**config.mk**
```make
export PLATFORM = sky130hd
export DESIGN_NAME = adc_acq_avg
export DESIGN_NICKNAME = d
export VERILOG_FILES = /design/src/rtl/adc_acq_avg.sv
export SDC_FILE = /design/constraint.sdc
export NUM_CORES = 1
export LEC_CHECK = 0
export ABC_AREA = 1
export CORE_UTILIZATION = 32
export CTS_CLUSTER_SIZE = 28
export DETAILED_ROUTE_END_ITERATION = 7
export GPL_TIMING_DRIVEN = 0
export PLACE_DENSITY_LB_ADDON = 0.25
export SYNTH_ARGS = -nofsm -noshare
export SYNTH_HDL_FRONTEND = slang
export SYNTH_SLANG_ARGS = --single-unit
```
**constraint.sdc**
```tcl
create_clock -name clk_i -period 6.5 [get_ports clk_i]
set_clock_uncertainty 0.05 [all_clocks]
set_input_delay 1.625 -clock clk_i [delete_from_list [all_inputs] [get_ports clk_i]]
set_output_delay 1.625 -clock clk_i [all_outputs]
set_load 0.005 [all_outputs]
```
**src/rtl/adc_acq_avg.sv**
```systemverilog
// Periodic ADC acquisition sequencer. It requests a conversion every PERIOD cycles
// and emits the truncated mean of each group of 2^AVG_LOG2 received samples.
module adc_acq_avg #(
    parameter int DW       = 16,
    parameter int AVG_LOG2 = 2,
    parameter int PERIOD   = 1000,
    parameter int TIMEOUT  = 4095
) (
    input  logic          clk_i,
    input  logic          rst_i,
    input  logic          en_i,
    input  logic          hab_i,
    input  logic [31:0]   data_i,
    output logic          strr_o,
    output logic [DW-1:0] avg_o,
    output logic          avg_vld_o,
    output logic          busy_o,
    output logic          tout_o,
    output logic          ovr_o
);

    localparam int PW = (PERIOD > 2) ? $clog2(PERIOD) : 1;
    localparam int TW = $clog2(TIMEOUT + 1);
    localparam int CW = AVG_LOG2 + 1;
    localparam int AW = DW + AVG_LOG2;
    localparam logic [PW-1:0] PER_LAST = PW'(PERIOD - 1);
    localparam logic [TW-1:0] TO_LAST  = TW'(TIMEOUT - 1);
    localparam logic [CW-1:0] GROUP    = CW'(1 << AVG_LOG2);

    typedef enum logic [2:0] {
        IDLE,
        WAIT_TICK,
        START,
        WAIT_DATA,
        ACC,
        DONE
    } state_e;

    state_e        state_q, state_d;
    state_e        resume;
    logic [PW-1:0] timer_q, timer_d;
    logic [TW-1:0] to_q, to_d;
    logic [CW-1:0] cnt_q, cnt_d;
    logic [AW-1:0] acc_q, acc_d;
    logic [AW-1:0] sum;
    logic [DW-1:0] sample_q, sample_d;
    logic [DW-1:0] avg_q, avg_d;
    logic          tout_q, tout_d;
    logic          ovr_q, ovr_d;
    logic          en_q;
    logic          tick;
    logic          en_rise;
    logic          timed_out;
    logic          unused_data;

    // Handshake: strr_o is a one-cycle request to the SPI receiver, which answers
    // with a one-cycle hab_i qualifying data_i; hab_i is accepted only in WAIT_DATA.
    assign tick        = (timer_q == PER_LAST);
    assign en_rise     = en_i & ~en_q;
    assign timed_out   = (to_q >= TO_LAST);
    assign sum         = acc_q + AW'(sample_q);
    assign unused_data = ^data_i;

    always_comb begin
        state_d  = state_q;
        timer_d  = timer_q;
        to_d     = to_q;
        cnt_d    = cnt_q;
        acc_d    = acc_q;
        sample_d = sample_q;
        avg_d    = avg_q;
        tout_d   = en_rise ? 1'b0 : tout_q;
        ovr_d    = en_rise ? 1'b0 : ovr_q;

        // After a conversion ends, skip WAIT_TICK when the period has already elapsed.
        if (!en_i) begin
            resume = IDLE;
        end else if (tick) begin
            resume = START;
        end else begin
            resume = WAIT_TICK;
        end

        case (state_q)
            IDLE: begin
                acc_d = '0;
                cnt_d = '0;
                if (en_i) begin
                    state_d = START;
                end
            end
            WAIT_TICK: begin
                state_d = resume;
            end
            START: begin
                to_d    = TW'(1);
                state_d = WAIT_DATA;
            end
            WAIT_DATA: begin
                to_d = to_q + TW'(1);
                if (tick) begin
                    ovr_d = 1'b1;
                end
                if (hab_i) begin
                    sample_d = data_i[DW-1:0];
                    state_d  = ACC;
                end else if (timed_out) begin
                    tout_d  = 1'b1;
                    state_d = resume;
                end
            end
            ACC: begin
                acc_d = sum;
                cnt_d = cnt_q + CW'(1);
                if (!en_i) begin
                    state_d = IDLE;
                end else if (cnt_d == GROUP) begin
                    avg_d   = DW'(sum >> AVG_LOG2);
                    state_d = DONE;
                end else begin
                    state_d = resume;
                end
            end
            DONE: begin
                acc_d   = '0;
                cnt_d   = '0;
                state_d = resume;
            end
            default: begin
                state_d = IDLE;
            end
        endcase

        // The timer reads 0 in the START cycle so consecutive starts are PERIOD apart.
        if (state_q == IDLE || state_d == START) begin
            timer_d = '0;
        end else if (!tick) begin
            timer_d = timer_q + PW'(1);
        end
    end

    always_ff @(posedge clk_i or posedge rst_i) begin
        if (rst_i) begin
            state_q  <= IDLE;
            timer_q  <= '0;
            to_q     <= '0;
            cnt_q    <= '0;
            acc_q    <= '0;
            sample_q <= '0;
            avg_q    <= '0;
            tout_q   <= 1'b0;
            ovr_q    <= 1'b0;
            en_q     <= 1'b0;
        end else begin
            state_q  <= state_d;
            timer_q  <= timer_d;
            to_q     <= to_d;
            cnt_q    <= cnt_d;
            acc_q    <= acc_d;
            sample_q <= sample_d;
            avg_q    <= avg_d;
            tout_q   <= tout_d;
            ovr_q    <= ovr_d;
            en_q     <= en_i;
        end
    end

    assign strr_o    = (state_q == START);
    assign avg_vld_o = (state_q == DONE);
    assign busy_o    = (state_q != IDLE);
    assign avg_o     = avg_q;
    assign tout_o    = tout_q;
    assign ovr_o     = ovr_q;

endmodule
```
-- Word-level counts from Yosys, hierarchy flattened
Index checks and enable logic that the tools add are counted.
- add/subtract/negate cells: 4
- magnitude comparators: 1
- equality and inequality tests: 9
- mux-type cells: 20
- bitwise gates (word level): 2
- reduce and logical (&&, ||, !) cells: 9
- operators by type and width (operator ; number):
    $pmux 18 s2 ; 1
    $pmux 12 s2 ; 1
    $mux 10 ; 2
    $add 18x16->18 ; 1
    $mux 3 ; 6
    $pmux 3 s5 ; 1
    $add 12x1->12 const B ; 1
    $ge 12x12->1 const B ; 1
    $add 10x1->10 const B ; 1
    $eq 10x10->1 const B ; 1
    $eq 3x2->1 const B ; 3
    $eq 3x3->1 const B ; 3
    $mux 1 ; 7
    $pmux 3 s2 ; 1
    $reduce_bool 2->1 ; 2
    $reduce_or 2->1 ; 2
    $add 3x1->3 const B ; 1
    $eq 3x1->1 const B ; 1
    $logic_not 3->1 ; 1
    $reduce_and 3->1 ; 1
    $reduce_bool 3->1 ; 1
    $mux 2 ; 1
    $ne 2x1->1 const B ; 1
    $reduce_and 2->1 ; 1
    3 further kinds ; 3
- register bits: 81
- input port bits: 36
- logic and storage cells: 55

-- Longest topological paths before layout
Gate-level depths: netlist of run 1.
- word-level depth: 9
- depth in mapped cells: 12
- depth with buffers taken out: 12

-- Worst setup path before layout of run 1
Ideal clock, no wire load.
- path type: reg-to-output
- start point: register state_q[2]
- end point: output strr_o
- arrival: 876 ps
- required time: 4825 ps
- path slack: 3949 ps
- stages on the path, launching flop included: 4
- path buffers: 0
- cells stage by stage: dfrtp_1 > nor2_4 > inv_2 > nor2_1
- word-level cells in the longest chain between the ends: 1
- RTL lines (item ; line ; text):
    start: declaration ; 39 ; state_e state_q, state_d;
    start signal: assignment ; 155 ; state_q <= state_d;
    $eq 3x2->1 ; 168 ; assign strr_o = (state_q == START);
    end: declaration ; 14 ; output logic strr_o,
No other way between the ends.

-- Worst setup path in the final report of run 1
Same ends and word-level chain as after synthesis.

==> flow_summary.json, run 1 <==
{
  "required_ns": 4.83,
  "cp-end-kind": "output port",
  "wl_per_cell_um": 13.1,
  "vias": 3619,
  "gp_congestion": 0.865,
  "yosys.area_share.adder_pct": 6.39,
  "max_freq_mhz": 277,
  "tritoncts": "built",
  "crit_chain": "nor2_4, inv_2, nor2_1, clkdlybuf4s50_1",
  "powerDensity_mw_per_mm2": 360,
  "fin_nets": 642,
  "syn_inst": 532,
  "io_pins": 57,
  "tns_ns": 0,
  "via_per_inst": 4.74,
  "grt_pass1_vias": 3716,
  "initial_core_util_pct": 33.2,
  "cts_resized": 0,
  "dp_hpwl_mm": 7.41,
  "min_path_cells": 2,
  "cts_hold_buf": 0,
  "reg2reg_depth": 10,
  "reg2reg_from": "acc_q[0]",
  "grt_pass1_wl_mm": 17.5,
  "core_area_mm2": 0.0133,
  "rows": 42,
  "arrival_ns": 1.93,
  "port_buffers": 40,
  "ir_worst_vdd_v": 0.000204,
  "synth_fp_nets": 590,
  "drive_gt1_share_pct": 9.86,
  "period_minus_slack_ns": 3.61,
  "drt_wl_total_mm": 10.0,
  "clk_pin_slew_ns": 0.06,
  "cts.sinks": 81,
  "clk_latency_ns": 0.33,
  "area_growth_pct": 21.8,
  "ys_seq_area_share_pct": 45.8,
  "diodes": 0,
  "grt_max_degree": 60,
  "p_leak_nw": 2.66,
  "path_delay_family": "buffers and inverters",
  "cts_root_buf": "clkbuf_16",
  "critPathBufInv": 2,
  "final-hold-violation-count": 0,
  "first_pass_iters": 4,
  "ys_seq_elements": 81,
  "setup_viol": 0,
  "final_area_mm2": 0.00539,
  "worstHoldStart": "avg_o[6]",
  "rr_endpoint": "acc_q[10]",
  "path_class": "flip-flop to output port",
  "startpoint": "state_q[2]",
  "cts_buffer_depth": 2,
  "cts_made_buffers": 9,
  "fin_ws_ns": 2.89,
  "die-area_mm2": 0.0143,
  "fp.dieW_um": 120,
  "slowest_stage": "clkdlybuf4s50_1",
  "final_core_util_pct": 40.4,
  "die_h_um": 120,
  "multi_input_comb_area_mm2": 0.00218,
  "grt-ovfl-total": 0,
  "crit_path_start_kind": "flip-flop",
  "drcViolationCount": 0,
  "rsz0062_at_grt": "false",
  "synth.distinct_cells": 37,
  "slew_viol_final": 0,
  "yosys.area_share.simple_pct": 28.3,
  "hold_end": "avg_o[6]",
  "dr.first_iter.drc_count": 233,
  "post-cts-setup-buffer-count": 0,
  "place_area_mm2": 0.00508,
  "hold_path.class": "flip-flop to flip-flop",
  "synth_xor_area_share_pct": 2.37,
  "ant_nets": 0,
  "filler_cell_count": 1370,
  "muxShareOfSynthArea_pct": 4.32,
  "syn_area_per_cell_um2": 8.32,
  "fin_hold_ws_ns": 0.434,
  "seq_area_mm2": 0.00203,
  "max_slew_margin_pct": 60.3,
  "pre_cts_ws_ns": 3.24,
  "max_stage_delay_ns": 0.55,
  "ys_warn_count": 0,
  "synth_area_mm2": 0.00443,
  "synth_top_family_by_area": "simple AND/OR/NAND/NOR gates",
  "reg2reg_setup_slack_ns": 4.39,
  "min_period_over_period_pct": 55.5,
  "crit_fanout": 8,
  "grt_usage_pct": 15.4,
  "antenna_found_initial": 0,
  "status": "finished clean",
  "tightest_slew_ns": 0.596,
  "htreeDepth": 3,
  "max-cap-violations": 0,
  "synth_compound_area_share_pct": 7.86
}
==> placed cells by master (no fill, tap or decap), types with 6 or more instances in the layout <==
master,Yosys,final
clkdlybuf4s50_1,0,40
nand2_1,162,162
nand3b_1,6,6
ha_1,21,21
dfrtp_1,81,81
a21oi_1,19,19
mux2_2,17,17
nand3_1,51,51
xor2_1,10,10
inv_1,46,45
nor2_1,36,36
clkbuf_16,0,9
nand4_1,6,6
o21ai_0,29,29
==> sequential cells by signal, indices dropped and copies added, names as in the netlist <==
name / flops
to_q: 12
ovr_o: 1
tout_o: 1
state_q: 3
en_q: 1
sample_q: 16
avg_o: 16
timer_q: 10
acc_q: 18
cnt_q: 3
==> worst reg2reg max path, cell delays in order, from the launching register on <==
cell      delay, ns
dfrtp_1        0.38
ha_1           0.27
fa_1           0.42
nand2_1        0.08
nand3_1        0.09
nand2_1        0.11
o21ai_1        0.18
nand2_1        0.14
nand3b_1       0.11
nand3_1        0.11
nand2_1        0.06
==> worst max path at each step <==
stage | endpoint | slack, ns | cells after the start
finish | strr_o | 2.89 | 4
global route | strr_o | 2.79 | 4
CTS | strr_o | 2.87 | 4
detailed placement | strr_o | 3.24 | 4
global placement | sample_q[3] | 1.36 | 2
floorplan | acc_q[0] | 2.74 | 1
==> cell families (layout without fill, tap and decap cells) <==
kind of cell | count (synthesis) | after routing
compound gates | 62 | 62
xor+xnor | 12 | 12
fa+ha+maj | 22 | 22
buf+inv | 55 | 111
flops | 81 | 81
mux | 17 | 17
simple gates | 283 | 283
==> where the power goes <==
| part | total, mW | switching, mW | internal [mW] |
|---|---|---|---|
| registers | 0.693 | 0.0857 | 0.607 |
| logic | 0.717 | 0.440 | 0.276 |
| clock network | 0.530 | 0.193 | 0.337 |
==> stage by stage <==
step	cells	power, mW
final	764	1.94
after global routing	764	2.09
after CTS	764	1.96
after detailed placement	749	1.42
after global placement	748	1.39
after floorplan	532	1.22
==> layout make-up <==
type | instances | share of cell area [%]
Multi-Input combinational cell | 396 | 40.4
Sequential cell | 81 | 37.6
Timing Repair Buffer | 41 | 7.93
Clock buffer | 13 | 5.20
Tap cell | 176 | 4.08
Inverter | 48 | 3.41
Buffer | 7 | 0.742
Clock inverter | 2 | 0.650
==> metal layers <==
metal  vias up  global-route usage [%]  routed length (µm)
met2        55                    26.3                4800
met1      1710                    19.3                4820
met4         0                    3.83                  93
li1       1846                       -                   -
met3         8                    3.71                 318
met5         -                       0                   0
==> synthesized netlist by cell type <==
cell / instances / share of area [%]
a21oi_2: 1 / 0.20
xor2_1: 10 / 2.0
a21oi_1: 19 / 2.1
or2_2: 3 / 0.42
mux2_2: 17 / 4.3
nand2_4: 3 / 0.76
dfrtp_1: 81 / 46
fa_1: 1 / 0.45
nand3_1: 51 / 5.8
a22o_1: 4 / 0.79
inv_1: 46 / 3.9
nor2_2: 3 / 0.42
nand2_1: 162 / 14
o22ai_1: 2 / 0.28
clkinv_2: 1 / 0.11
a31oi_1: 1 / 0.14
buf_6: 1 / 0.25
nand4_1: 6 / 0.85
nand3_2: 2 / 0.45
buf_2: 2 / 0.23
inv_2: 1 / 0.085
xnor2_1: 2 / 0.40
nor3_1: 3 / 0.34
clkbuf_1: 3 / 0.25
a32o_1: 1 / 0.23
o31ai_1: 1 / 0.17
nor4_1: 1 / 0.14
nand2_2: 3 / 0.42
nor2b_1: 1 / 0.14
nor2_1: 36 / 3.1
ha_1: 21 / 5.9
buf_4: 1 / 0.17
o21bai_1: 3 / 0.51
nand3b_1: 6 / 1.0
o21ai_0: 29 / 3.3
o21ai_1: 1 / 0.11
nor2_4: 3 / 0.76
(Power assumes the default switching activity.)
==> inputs of run 2 (changes only) <==
clock period = 3.4 ns   (was 6.5 ns; I/O delays follow)
==> results of run 2 <==
Same layout as run 1 (identical final DEF). Status: finished clean.
Among the figures that moved: setup slack after placement 3.24 ns -> 0.910 ns; setup slack after layout 2.89 ns -> 0.565 ns; register-to-register setup slack 4.39 ns -> 1.29 ns; total power 1.94 mW -> 3.71 mW; worst IR drop on VDD 0.000204 V -> 0.000389 V
==> inputs of run 3 (changes only) <==
clock period = 2.6 ns   (was 3.4 ns; I/O delays follow)
==> flow_summary.json, run 3 (same netlist as run 1, synthesis figures left out) <==
{
  "arrival_ns": 1.76,
  "swShare_pct": 37.7,
  "hold_path.class": "flip-flop to flip-flop",
  "cts_hold_buf": 0,
  "tritoncts": "built",
  "multi_input_comb_area_mm2": 0.00218,
  "p_int_mw": 2.97,
  "final-hold-violation-count": 0,
  "p_seq_share_pct": 36.3,
  "max_slew_margin_pct": 59.3,
  "p_comb_share_pct": 37.5,
  "final_core_util_pct": 40.4,
  "final_area_mm2": 0.00539,
  "area_growth_pct": 21.7,
  "fin_nets": 644,
  "path_class": "flip-flop to output port",
  "ant_nets": 0,
  "gp_congestion": 0.870,
  "ir_worst_vdd_v": 0.000434,
  "antenna_found_initial": 0,
  "tightest_slew_ns": 0.610,
  "required_ns": 1.90,
  "rsz0062_at_grt": "false",
  "clk_latency_ns": 0.34,
  "final_common_cell": "nand2_1",
  "port_buffers": 40,
  "cts.sinks": 81,
  "rows": 42,
  "drive_gt1_share_pct": 9.98,
  "layout_common_cells": "nand2_1, dfrtp_1, nand3_1",
  "p_leak_nw": 2.65,
  "period_minus_slack_ns": 2.46,
  "max_freq_mhz": 406,
  "grt_usage_pct": 15.5,
  "via_per_inst": 4.73,
  "cts_buffer_depth": 2,
  "status": "finished clean",
  "filler_cell_count": 1390,
  "dp_hpwl_mm": 7.56,
  "vias": 3630,
  "tns_ns": 0,
  "htreeDepth": 3,
  "seq_area_mm2": 0.00203,
  "power_switching_mw": 1.80,
  "die_h_um": 120,
  "place_area_mm2": 0.00509,
  "cp-end-kind": "output port",
  "dr.first_iter.drc_count": 145,
  "slew_viol_final": 0,
  "first_pass_iters": 4,
  "grt_max_degree": 32,
  "largest_register_ffs": 18,
  "crit_path_start_kind": "flip-flop",
  "io_pins": 57,
  "cts_made_buffers": 9,
  "clock_power_share_pct": 26.1,
  "drt_wl_total_mm": 9.94,
  "wl_per_cell_um": 13.0,
  "drcViolationCount": 0,
  "fp.dieW_um": 120,
  "initial_core_util_pct": 33.2,
  "fin_hold_ws_ns": 0.432,
  "grt_pass1_vias": 3660,
  "grt-ovfl-total": 0,
  "min_period_over_period_pct": 94.6,
  "cts_root_buf": "clkbuf_16",
  "powerDensity_mw_per_mm2": 883,
  "clk_pin_slew_ns": 0.06,
  "diodes": 0,
  "crit_fanout": 8,
  "setup_viol": 0,
  "die-area_mm2": 0.0143,
  "max-cap-violations": 0,
  "regMostFlops": "acc_q",
  "core_area_mm2": 0.0133,
  "grt_pass1_wl_mm": 17.4
}
-- run 3: final timing paths --
| path | from | end | slack [ns] | cells past startpoint |
|---|---|---|---|---|
| min reg2reg | avg_o[8] | avg_o[8] | 0.43 | 2 |
| min in group asynchronous | rst_i | timer_q[7] | 0.68 | 2 |
| min | avg_o[8] | avg_o[8] | 0.43 | 2 |
| max in group asynchronous | rst_i | acc_q[11] | 1.28 | 3 |
| max reg2reg | acc_q[0] | avg_o[8] | 0.52 | 10 |
| max | state_q[1] | strr_o | 0.14 | 5 |
-- run 3: routing by layer --
| metal | part of all wire [%] | track usage (%) | vias up |
|---|---|---|---|
| met5 | 0 | 0 | - |
| met4 | 1.4 | 4.14 | 0 |
| met3 | 3.2 | 4.61 | 12 |
| met2 | 47 | 25.3 | 55 |
| met1 | 48 | 19.8 | 1708 |
| li1 | - | - | 1855 |
-- run 3: worst max-delay path, cell delays in order, from the launching register on --
cell	delay (ns)
dfrtp_1	0.33
inv_1	0.11
nor2_4	0.14
inv_2	0.08
nor2_1	0.20
clkdlybuf4s50_1	0.55
-- run 3: timing repair --
item	CTS	global route
setup buffers	1	0
gates resized for setup	0	0
endpoints found under the setup margin	1	0
endpoints found under the hold margin	0	0
-- run 3: power by group through the flow --
stage / logic (mW) / clock network [mW] / registers (mW)
after CTS: 1.81 / 1.28 / 1.73
after global routing: 2.03 / 1.34 / 1.76
after detailed placement: 1.78 / 0 / 1.75
after global placement: 1.74 / 0 / 1.74
final: 1.79 / 1.24 / 1.73
after floorplan: 1.37 / 0 / 1.69
-- run 3: cell type report --
cell class              count  share of cell area, %
well taps                 176                   4.09
multi-input cells         396                   40.4
clock inverters             5                   1.04
inverters                  48                   3.44
plain buffers               7                  0.743
flip-flops and latches     81                   37.6
repair buffers             43                   8.31
clock buffers              11                   4.32
-- run 3: per-stage QoR --
stage	total power, mW	setup slack, ns	instances
detailed placement	3.54	0.336	750
global route	5.14	0.0421	767
floorplan	3.05	0.783	532
finish	4.76	0.139	767
global placement	3.48	0.0182	748
CTS	4.82	0.130	767
